### config.mk
export PLATFORM = sky130hd
export DESIGN_NAME = timer_ctrl_flat
export DESIGN_NICKNAME = d
export VERILOG_FILES = /design/src/rtl/timer_ctrl_if.sv /design/src/rtl/timer_ctrl.sv /design/src/flat_wrapper.sv
export SDC_FILE = /design/constraint.sdc
export NUM_CORES = 1
export LEC_CHECK = 0
export CAP_MARGIN = 15
export CORE_MARGIN = 2
export CORE_UTILIZATION = 32
export CTS_CLUSTER_DIAMETER = 100
export DETAILED_ROUTE_END_ITERATION = 16
export SYNTH_ARGS = -nofsm -noshare
export SYNTH_HDL_FRONTEND = slang
export SYNTH_SLANG_ARGS = --single-unit
### constraint.sdc
create_clock -name CLK -period 1.9 [get_ports CLK]
set_clock_uncertainty 0.05 [all_clocks]
set_input_delay 0.38 -clock CLK [delete_from_list [all_inputs] [get_ports CLK]]
set_output_delay 0.38 -clock CLK [all_outputs]
set_load 0.1 [all_outputs]
### src/rtl/timer_ctrl_if.sv
// timer_ctrl_if: link between timer_ctrl and the seconds-ones countdown digit.
// master = timer_ctrl side (drives enable/done), slave = seconds counter side.
interface timer_ctrl_if;
  logic [3:0] SEC_VAL;
  logic       SEC_TICK;
  logic       SEC_BUSY;
  logic       CNT_EN;
  logic       CNT_DONE;

  modport master (
    input  SEC_VAL, SEC_TICK, SEC_BUSY,
    output CNT_EN, CNT_DONE
  );

  modport slave (
    output SEC_VAL, SEC_TICK, SEC_BUSY,
    input  CNT_EN, CNT_DONE
  );
endinterface

### src/rtl/timer_ctrl.sv
// timer_ctrl: countdown sequencer for the tens-of-seconds and minutes digits,
// sitting downstream of the seconds-ones counter. Handles start/pause and
// clear/abort buttons and raises ALARM when the display reaches 0:00.
// Optional feature macro: TIMER_ALARM_AUTOCLR_EN -- when defined, ALARM clears
// itself after ALARM_CYCLES cycles; otherwise it holds until clear or RST.
module timer_ctrl #(
  parameter int unsigned ALARM_CYCLES = 300_000_000
) (
  input  logic         CLK,
  input  logic         RST,
  input  logic         BTN_START,
  input  logic         BTN_CLR,
  input  logic [2:0]   SET_TENS,
  input  logic [3:0]   SET_MIN,
  timer_ctrl_if.master cnt,
  output logic [2:0]   TENS,
  output logic [3:0]   MIN,
  output logic         ALARM,
  output logic         RUNNING
);

  localparam logic [2:0] S_IDLE   = 3'd0;
  localparam logic [2:0] S_RUN    = 3'd1;
  localparam logic [2:0] S_PAUSE  = 3'd2;
  localparam logic [2:0] S_ABORT1 = 3'd3;
  localparam logic [2:0] S_ABORT2 = 3'd4;
  localparam logic [2:0] S_ALARM  = 3'd5;

  logic [2:0] state;
  logic       start_lvl;
  logic       clr_lvl;
  logic       start_p;
  logic       clr_p;
  logic       zero;
  logic       borrow;
  logic       auto_clr;

  // Button edge detection: previous level plus a registered one-cycle pulse.
  always_ff @(posedge CLK) begin
    // NOTE: RST is synchronous, so it is tested inside the clocked block and
    // is deliberately absent from the sensitivity list.
    if (RST) begin
      start_lvl <= 1'b0;
      clr_lvl   <= 1'b0;
      start_p   <= 1'b0;
      clr_p     <= 1'b0;
    end else begin
      start_lvl <= BTN_START;
      clr_lvl   <= BTN_CLR;
      start_p   <= BTN_START & ~start_lvl;
      clr_p     <= BTN_CLR & ~clr_lvl;
    end
  end

  // Display at 0:00 right now; borrow only when there is something to borrow from.
  assign zero   = (cnt.SEC_VAL == 4'd0) && (TENS == 3'd0) && (MIN == 4'd0);
  assign borrow = cnt.SEC_TICK && (cnt.SEC_VAL == 4'd0) &&
                  !((TENS == 3'd0) && (MIN == 4'd0));

`ifdef TIMER_ALARM_AUTOCLR_EN
  logic [31:0] alarm_cnt;

  // Cycles spent in ALARM; held at zero everywhere else so it restarts on entry.
  always_ff @(posedge CLK) begin
    if (RST || (state != S_ALARM)) begin
      alarm_cnt <= 32'd0;
    end else begin
      alarm_cnt <= alarm_cnt + 32'd1;
    end
  end

  assign auto_clr = (state == S_ALARM) && (alarm_cnt == ALARM_CYCLES - 32'd1);
`else
  // ALARM_CYCLES only matters with auto-clear; fold it away here.
  logic unused_alarm_cycles;
  assign unused_alarm_cycles = ^ALARM_CYCLES;
  assign auto_clr = 1'b0;
`endif

  // Sequencer FSM with registered outputs.
  always_ff @(posedge CLK) begin
    if (RST) begin
      state        <= S_IDLE;
      cnt.CNT_EN   <= 1'b0;
      cnt.CNT_DONE <= 1'b0;
      TENS         <= 3'd0;
      MIN          <= 4'd0;
      ALARM        <= 1'b0;
      RUNNING      <= 1'b0;
    end else begin
      // NOTE: default-low each cycle so CNT_DONE can only ever be a one-cycle
      // strobe; a later assignment in the case below wins for that cycle.
      cnt.CNT_DONE <= 1'b0;
      case (state)
        S_IDLE: begin
          if (start_p && !cnt.SEC_BUSY) begin
            TENS       <= (SET_TENS > 3'd5) ? 3'd5 : SET_TENS;
            MIN        <= (SET_MIN > 4'd9) ? 4'd9 : SET_MIN;
            cnt.CNT_EN <= 1'b1;
            RUNNING    <= 1'b1;
            state      <= S_RUN;
          end
        end
        S_RUN: begin
          if (clr_p) begin
            RUNNING <= 1'b0;
            state   <= S_ABORT1;
          end else if (zero) begin
            cnt.CNT_DONE <= 1'b1;
            ALARM        <= 1'b1;
            RUNNING      <= 1'b0;
            state        <= S_ALARM;
          end else if (start_p) begin
            cnt.CNT_EN <= 1'b0;
            RUNNING    <= 1'b0;
            state      <= S_PAUSE;
          end else if (borrow) begin
            if (TENS != 3'd0) begin
              TENS <= TENS - 3'd1;
            end else begin
              TENS <= 3'd5;
              MIN  <= MIN - 4'd1;
            end
          end
        end
        S_PAUSE: begin
          if (clr_p) begin
            cnt.CNT_EN <= 1'b1;
            state      <= S_ABORT1;
          end else if (start_p) begin
            cnt.CNT_EN <= 1'b1;
            RUNNING    <= 1'b1;
            state      <= S_RUN;
          end
        end
        S_ABORT1: begin
          // Counter is running again; now tell it to finish.
          cnt.CNT_DONE <= 1'b1;
          state        <= S_ABORT2;
        end
        S_ABORT2: begin
          cnt.CNT_EN <= 1'b0;
          TENS       <= 3'd0;
          MIN        <= 4'd0;
          state      <= S_IDLE;
        end
        S_ALARM: begin
          if (clr_p || auto_clr) begin
            ALARM      <= 1'b0;
            cnt.CNT_EN <= 1'b0;
            state      <= S_IDLE;
          end
        end
        default: begin
          cnt.CNT_EN <= 1'b0;
          RUNNING    <= 1'b0;
          ALARM      <= 1'b0;
          state      <= S_IDLE;
        end
      endcase
    end
  end

endmodule

### src/flat_wrapper.sv
// flat-port wrapper written by rule: the top's interface ports become plain ports
module timer_ctrl_flat 
#(
  parameter int unsigned ALARM_CYCLES = 300_000_000
)
  (CLK, RST, BTN_START, BTN_CLR, SET_TENS, SET_MIN, TENS, MIN, ALARM, RUNNING, cnt_SEC_VAL, cnt_SEC_TICK, cnt_SEC_BUSY, cnt_CNT_EN, cnt_CNT_DONE);
  timer_ctrl_if cnt_i ();
  input  logic CLK;
  input  logic RST;
  input  logic BTN_START;
  input  logic BTN_CLR;
  input  logic [2:0] SET_TENS;
  input  logic [3:0] SET_MIN;
  output logic [2:0] TENS;
  output logic [3:0] MIN;
  output logic ALARM;
  output logic RUNNING;
  input wire logic [$bits(cnt_i.SEC_VAL)-1:0] cnt_SEC_VAL;
  input wire logic [$bits(cnt_i.SEC_TICK)-1:0] cnt_SEC_TICK;
  input wire logic [$bits(cnt_i.SEC_BUSY)-1:0] cnt_SEC_BUSY;
  output wire logic [$bits(cnt_i.CNT_EN)-1:0] cnt_CNT_EN;
  output wire logic [$bits(cnt_i.CNT_DONE)-1:0] cnt_CNT_DONE;
  assign cnt_i.SEC_VAL = cnt_SEC_VAL;
  assign cnt_i.SEC_TICK = cnt_SEC_TICK;
  assign cnt_i.SEC_BUSY = cnt_SEC_BUSY;
  assign cnt_CNT_EN = cnt_i.CNT_EN;
  assign cnt_CNT_DONE = cnt_i.CNT_DONE;
  timer_ctrl #(.ALARM_CYCLES(ALARM_CYCLES)) u_core (.CLK(CLK), .RST(RST), .BTN_START(BTN_START), .BTN_CLR(BTN_CLR), .SET_TENS(SET_TENS), .SET_MIN(SET_MIN), .cnt(cnt_i), .TENS(TENS), .MIN(MIN), .ALARM(ALARM), .RUNNING(RUNNING));
endmodule
==> results of run 1 <==
-- stage by stage --
stage	hold slack (ns)	instance area [µm²]	instances	setup slack, ns	TNS [ns]
6_report	0.338	1690	208	0.0785	0
5_1_grt	0.365	1690	208	-0.0380	-0.108
4_1_cts	0.342	1620	204	-0.0223	-0.0343
3_5_place_dp	0.327	1570	200	-0.375	-3.26
3_3_place_gp	0.321	1570	200	-0.327	-2.73
2_1_floorplan	0.317	1080	123	0.0150	0
-- timing repair --
action                                  4_1_cts  5_1_grt
endpoints found under the setup margin        7        9
gates resized for setup                       4       13
buffers inserted                              0        4
pin swaps                                     1        8
-- path summary, 6_finish.rpt --
| path | from | endpoint | slack, ns | depth (start not counted) |
|---|---|---|---|---|
| worst min register to register | u_core.start_lvl | u_core.start_p | 0.34 | 1 |
| worst max register to register | u_core.MIN[0] | u_core.MIN[1] | 0.08 | 8 |
| worst min-delay path | u_core.start_lvl | u_core.start_p | 0.34 | 1 |
| worst max-delay path | u_core.MIN[0] | u_core.MIN[1] | 0.08 | 8 |
-- power by group through the flow --
stage / Clock, mW / Sequential, mW / Combinational (mW)
after floorplan: 0 / 0.530 / 0.144
after global placement: 0 / 0.433 / 0.395
after detailed placement: 0 / 0.434 / 0.398
after CTS: 0.199 / 0.425 / 0.407
after global routing: 0.221 / 0.429 / 0.466
final: 0.190 / 0.425 / 0.439
-- state kept, by name (all words and copies together) (netlist names) --
register,count
u_core.start_lvl,1
u_core.clr_p,1
u_core.cnt.CNT_DONE,1
u_core.clr_lvl,1
u_core.TENS,3
u_core.MIN,4
u_core.cnt.CNT_EN,1
u_core.RUNNING,1
u_core.ALARM,1
u_core.state,3
u_core.start_p,1
-- cell usage after synthesis (2+ instances only) --
library cell / instances / area share
a211oi_1: 6 / 0.043
a21oi_1: 3 / 0.014
a31oi_1: 2 / 0.012
buf_2: 3 / 0.014
clkbuf_1: 2 / 0.0071
dfxtp_1: 18 / 0.34
inv_1: 5 / 0.018
mux2i_1: 7 / 0.067
nand2_1: 5 / 0.018
nand2b_1: 5 / 0.030
nor2_1: 16 / 0.057
nor2b_1: 7 / 0.042
nor3_1: 4 / 0.019
nor3b_1: 2 / 0.014
o21ai_0: 8 / 0.038
o22ai_1: 2 / 0.012
xnor2_1: 3 / 0.025
-- worst max-delay path, cell delays in order (launching register included) --
cell	delay, ns
dfxtp_4	0.36
inv_1	0.06
ha_2	0.18
nor3b_4	0.16
buf_4	0.14
nor4b_4	0.27
o21ai_4	0.15
a211oi_2	0.26
a211oi_2	0.07
-- per-layer routing --
metal,vias to the layer above,global-route usage,routed length (µm)
met5,-,0,0
met4,0,0.0404,19
met3,5,0.0441,99
met2,17,0.277,1360
met1,492,0.193,1150
li1,528,-,-
-- area by class of cell --
type | instances | share of cell area
Clock buffer | 3 | 0.0133
Clock inverter | 1 | 0.00222
Inverter | 5 | 0.0111
Multi-Input combinational cell | 95 | 0.423
Sequential cell | 18 | 0.221
Tap cell | 44 | 0.0325
Timing Repair Buffer | 42 | 0.297
-- cells by family (layout without fill, tap and decap cells) --
family / Yosys count / count (layout)
flops: 18 / 18
compound gates: 34 / 34
fa+ha+maj: 1 / 1
buf+inv: 10 / 51
mux: 8 / 8
simple gates: 49 / 49
xor+xnor: 3 / 3
==> results by group, run 1 <==
Synth
  • Post-synthesis instance area: roughly 1100 µm²
  • Syn Inst Count: about 120
  • Xor and xnor area share after synthesis: 0.0250
  • Syn_nets: between 100 and 150
  • Post-synth EDFFs: 0
  • Seq/Total Area, Yosys: 0.343
  • Main combinational cell family by area after synthesis: simple AND/OR/NAND/NOR gates
  • Synth Area in Compound Gates: 0.236
  • Syn Area/Cell: roughly 8.5 µm²
  • Synth Area in Adders: 0.0119
  • Most used DFF post-synth: dfxtp_1
  • Synth Area in Simple Gates: 0.268
  • Synth cell types: between 40 and 50
  • Post-synth ARST share: 0
  • Seq cells post-synth: 18
  • Mux cell area share after synthesis: 0.0774
  • Yosys warns: 0

CTS
  • CTS root buf: clkbuf_4
  • Clock Sinks: 18
  • Max Root-Sink Buffers: 2
  • H-Tree Depth: 1
  • CTS clk-pin slew, worst paths: around 0.1 ns
  • CTS tree: yes
  • Hold-fix buffers at CTS: 0
  • Total CTS buffers: 3
  • Clock latency on the worst-skew pair: roughly 0.30 ns

Timing
  • Final Setup Violations: 0
  • Slew @ Worst Pin: 0.524 ns
  • Slew HR: 0.650
  • Max frequency: ~0.55 GHz
  • Hold Vio Cnt, Final: 0
  • Tcrit/Tclk final: 0.959
  • Period minus WS final: around 1.8 ns
  • Pins Over Slew Limit: 0

Die
  • Die area: around 3800 µm²
  • Starting Density: 0.341
  • Die X: 61.3 µm
  • Placeable core area: just over 3000 µm²
  • Top Ports: 28
  • Die H: between 60 and 70 µm
  • Rows: 20

Final layout
  • Most frequent cells in the layout: nor2_1, buf_4, clkdlybuf4s50_1
  • Share of post-route cells with drive strength above 1: 0.335
  • Multi-input logic area: 716 µm²
  • Area Growth Syn to Fin: 61.1%
  • Fin util: 0.550
  • Final nets: 183
  • FF+latch area: between 300 and 400 µm²
  • Number of diodes: 0
  • Number of fill cells: 287
  • Most common cell after layout, fill and taps aside: nor2_1

Pwr
  • VDD IR max: just over 0.5 mV
  • Part of the power in registers: 0.403
  • Comb pwr share: 0.416
  • P per Cell Area: slightly above 600 nW/µm²
  • Sw Share: 0.355
  • Switching power: 0.374 mW
  • Clk network pwr share: 0.180
  • PnR Total Power: around 1.1 mW
  • Internal power: between 0.6 and 0.7 mW
  • LEAKAGE: between 0.6 and 0.7 nW

Critical path
  • Worst EP required: 2.02 ns
  • Critical path arrival: 1.94 ns
  • Startpoint types: flop
  • Largest fanout on the critical path: 7
  • Kind of critical path: flop to flop
  • Crit end category: flop

Job
  • Number of max-cap violations: 0

Global routing
  • Vias in the first global route: between 900 and 1000
  • Antenna violations before repair: 0
  • Total gr overflow: 0
  • First-pass GRT wire length: approximately 4400 µm
  • GR Util All Layers: 0.159
  • Largest net degree at the start of global routing: 14

Placement
  • Final HPWL DP: around 2100 µm
  • Port bufs: 27
  • GPL Wtd Cong: around 0.85

Routing
  • Vias per inst: between 5 and 6
  • Via count: between 1000 and 1500
  • WL final: around 2600 µm
  • Avg WL per Cell: 12.6 µm
  • # DRC: 0
  • DR pass1 iterations: 4
  • ANT nets after route: 0
  • Initial DRC count: 24

Worst hold path
  • Hold Path Class: flop to flop

Outcome
  • Status: completed
(Power assumes the default switching activity.)
==> run 2: changes to the inputs <==
==> constraint.sdc (replaced) <==
create_clock -name CLK -period 2 [get_ports CLK]
set_clock_uncertainty 0.05 [all_clocks]
set_input_delay 0.4 -clock CLK [delete_from_list [all_inputs] [get_ports CLK]]
set_output_delay 0.4 -clock CLK [all_outputs]
set_load 0.1 [all_outputs]
==> results by group, run 2 (same netlist as run 1, synthesis figures left out) <==
Outcome
  • Status: completed (unchanged)

Global routing
  • Antenna violations before repair: 0 (unchanged)
  • Vias in the first global route: 986 (was 960)
  • GR Util All Layers: 0.146 (was 0.159)
  • Total gr overflow: 0 (unchanged)
  • Largest net degree at the start of global routing: 14 (unchanged)
  • First-pass GRT wire length: 4070 µm (was 4370 µm)

Critical path
  • Startpoint types: input pin (was flop)
  • Kind of critical path: input pin to flop (was flop to flop)
  • Crit end category: flop (unchanged)
  • Slowest CP cell: or4_4 (was dfxtp_4)
  • Worst EP required: 2.14 ns (was 2.02 ns)
  • Crit path largest cell delay: 0.44 ns (was 0.36 ns)
  • Critical path arrival: 2.06 ns (was 1.94 ns)
  • Largest fanout on the critical path: 7 (unchanged)
  • CP Cell Sequence: clkdlybuf4s50_1 > or4_4 > nor4b_4 > o21ai_4 > a211oi_2 > a211oi_1 (was inv_1 > ha_2 > nor3b_4 > buf_4 > nor4b_4 > o21ai_4 > a211oi_2 > a211oi_2)

Final layout
  • Area Growth Syn to Fin: 41.4% (was 61.1%)
  • Max FFs per register: 4 (unchanged)
  • Top reg by flops: u_core.MIN (unchanged)
  • Fin util: 0.483 (was 0.550)
  • Most common cell after layout, fill and taps aside: buf_4 (was nor2_1)
  • Final nets: 177 (was 183)
  • Most frequent cells in the layout: buf_4, nor2_1, clkdlybuf4s50_1 (was nor2_1, buf_4, clkdlybuf4s50_1)
  • Biggest regs: u_core.MIN (4), u_core.TENS (3), u_core.state (3) (unchanged)
  • Share of post-route cells with drive strength above 1: 0.253 (was 0.335)
  • Number of diodes: 0 (unchanged)

Routing
  • Vias per inst: 5.17 (was 5.01)
  • ANT nets after route: 0 (unchanged)
  • DR pass1 iterations: 5 (was 4)
  • Avg WL per Cell: 13.0 µm (was 12.6 µm)
  • # DRC: 0 (unchanged)
  • Initial DRC count: 52 (was 24)
  • WL final: 2630 µm (about the same)
  • Via count: 1044 (was 1042)

Die
  • Die X: 61.3 µm (unchanged)
  • Top Ports: 28 (unchanged)
  • Placeable core area: 3080 µm² (unchanged)
  • Rows: 20 (unchanged)
  • Die area: 3760 µm² (unchanged)
  • Starting Density: 0.341 (unchanged)
  • Die H: 61.3 µm (unchanged)

Timing
  • Tcrit/Tclk final: 0.958
  • Hold Vio Cnt, Final: 0 (unchanged)
  • Max frequency: 0.522 GHz
  • Period minus WS final: 1.92 ns
  • Slew @ Worst Pin: 0.407 ns (was 0.524 ns)
  • RSZ-0062 raised after global routing: no
  • Setup TNS: 0 ns (unchanged)
  • Slew HR: 0.729 (was 0.650)
  • Pins Over Slew Limit: 0 (unchanged)
  • Final Setup Violations: 0 (unchanged)
  • Worst Slack Setup Final: 0.0836 ns (was 0.0785 ns)

CTS
  • H-Tree Depth: 1 (unchanged)
  • Total CTS buffers: 3 (unchanged)
  • CTS tree: yes (unchanged)
  • Max Root-Sink Buffers: 2 (unchanged)
  • CTS root buf: clkbuf_4 (unchanged)
  • CTS clk-pin slew, worst paths: 0.11 ns (was 0.10 ns)
  • Post-CTS Setup Bufs: 0 (unchanged)
  • Clock Sinks: 18 (unchanged)
  • Clock latency on the worst-skew pair: 0.30 ns (about the same)

Placement
  • Post-placement worst setup slack: -0.316 ns (was -0.375 ns)
  • Port bufs: 27 (unchanged)
  • GPL Wtd Cong: 0.855 (was 0.851)
  • Final HPWL DP: 2070 µm (was 2050 µm)

Worst hold path
  • Hold Path Class: flop to flop (unchanged)

Pwr
  • LEAKAGE: 0.618 nW (was 0.690 nW)
  • VDD IR max: 0.274 mV (was 0.506 mV)
  • P per Cell Area: 629 nW/µm² (was 623 nW/µm²)

Job
  • Number of max-cap violations: 0 (unchanged)
==> run 2: changes by cell type in the layout (fill, tap and decap cells not counted), moves of 3 or more <==
cell / previous run / this run
a211oi_1: 2 / 5
buf_4: 15 / 19
buf_12: 11 / 1
a211oi_2: 4 / 1
==> run 2: path summary, 6_finish.rpt <==
kind | start | endpoint | slack, ns | cells after the start
max | cnt_SEC_VAL[1] | u_core.MIN[1] | 0.08 | 6
min | u_core.clr_lvl | u_core.clr_p | 0.34 | 1
max reg2reg | u_core.MIN[0] | u_core.cnt.CNT_EN | 0.11 | 6
min reg2reg | u_core.clr_lvl | u_core.clr_p | 0.34 | 1
==> run 2: routing by layer <==
layer  part of all wire  vias up  GRT usage
li1                   -      517          -
met1               0.43      486      0.161
met2               0.50       36      0.278
met3              0.063        5     0.0252
met4              0.011        0     0.0466
met5                  0        -          0
==> run 2: through the flow <==
step,cells,power (mW),cell area [µm²],hold slack (ns)
6_report,202,0.935,1490,0.340
5_1_grt,202,0.984,1490,0.353
4_1_cts,202,0.934,1450,0.346
3_5_place_dp,198,0.738,1420,0.329
3_3_place_gp,198,0.733,1420,0.324
2_1_floorplan,123,0.635,1070,0.317
==> run 2: final cells by class <==
cell class              count  area, µm²
flip-flops and latches     18        373
inverters                   5       18.8
clock inverters             1       3.75
clock buffers               3       22.5
well taps                  44       55.1
repair buffers             36        330
fillers                   304       1590
multi-input cells          95        683
==> run 2: what timing repair did <==
item | 4_1_cts | 5_1_grt
endpoints found under the setup margin | 0 | 6
resized for setup | 0 | 9
hold buffers | 0 | 0
endpoints found under the hold margin | 0 | 0
==> run 2: where the power goes <==
group,switching (mW),internal (mW)
Combinational,0.211,0.134
Clock,0.118,0.0728
Sequential,0.0194,0.380
==> run 2: critical path: cells and delay by family <==
family / cells / cell delay, ns
buf+inv: 1 / 0.42
compound gates: 3 / 0.45
simple gates: 2 / 0.78
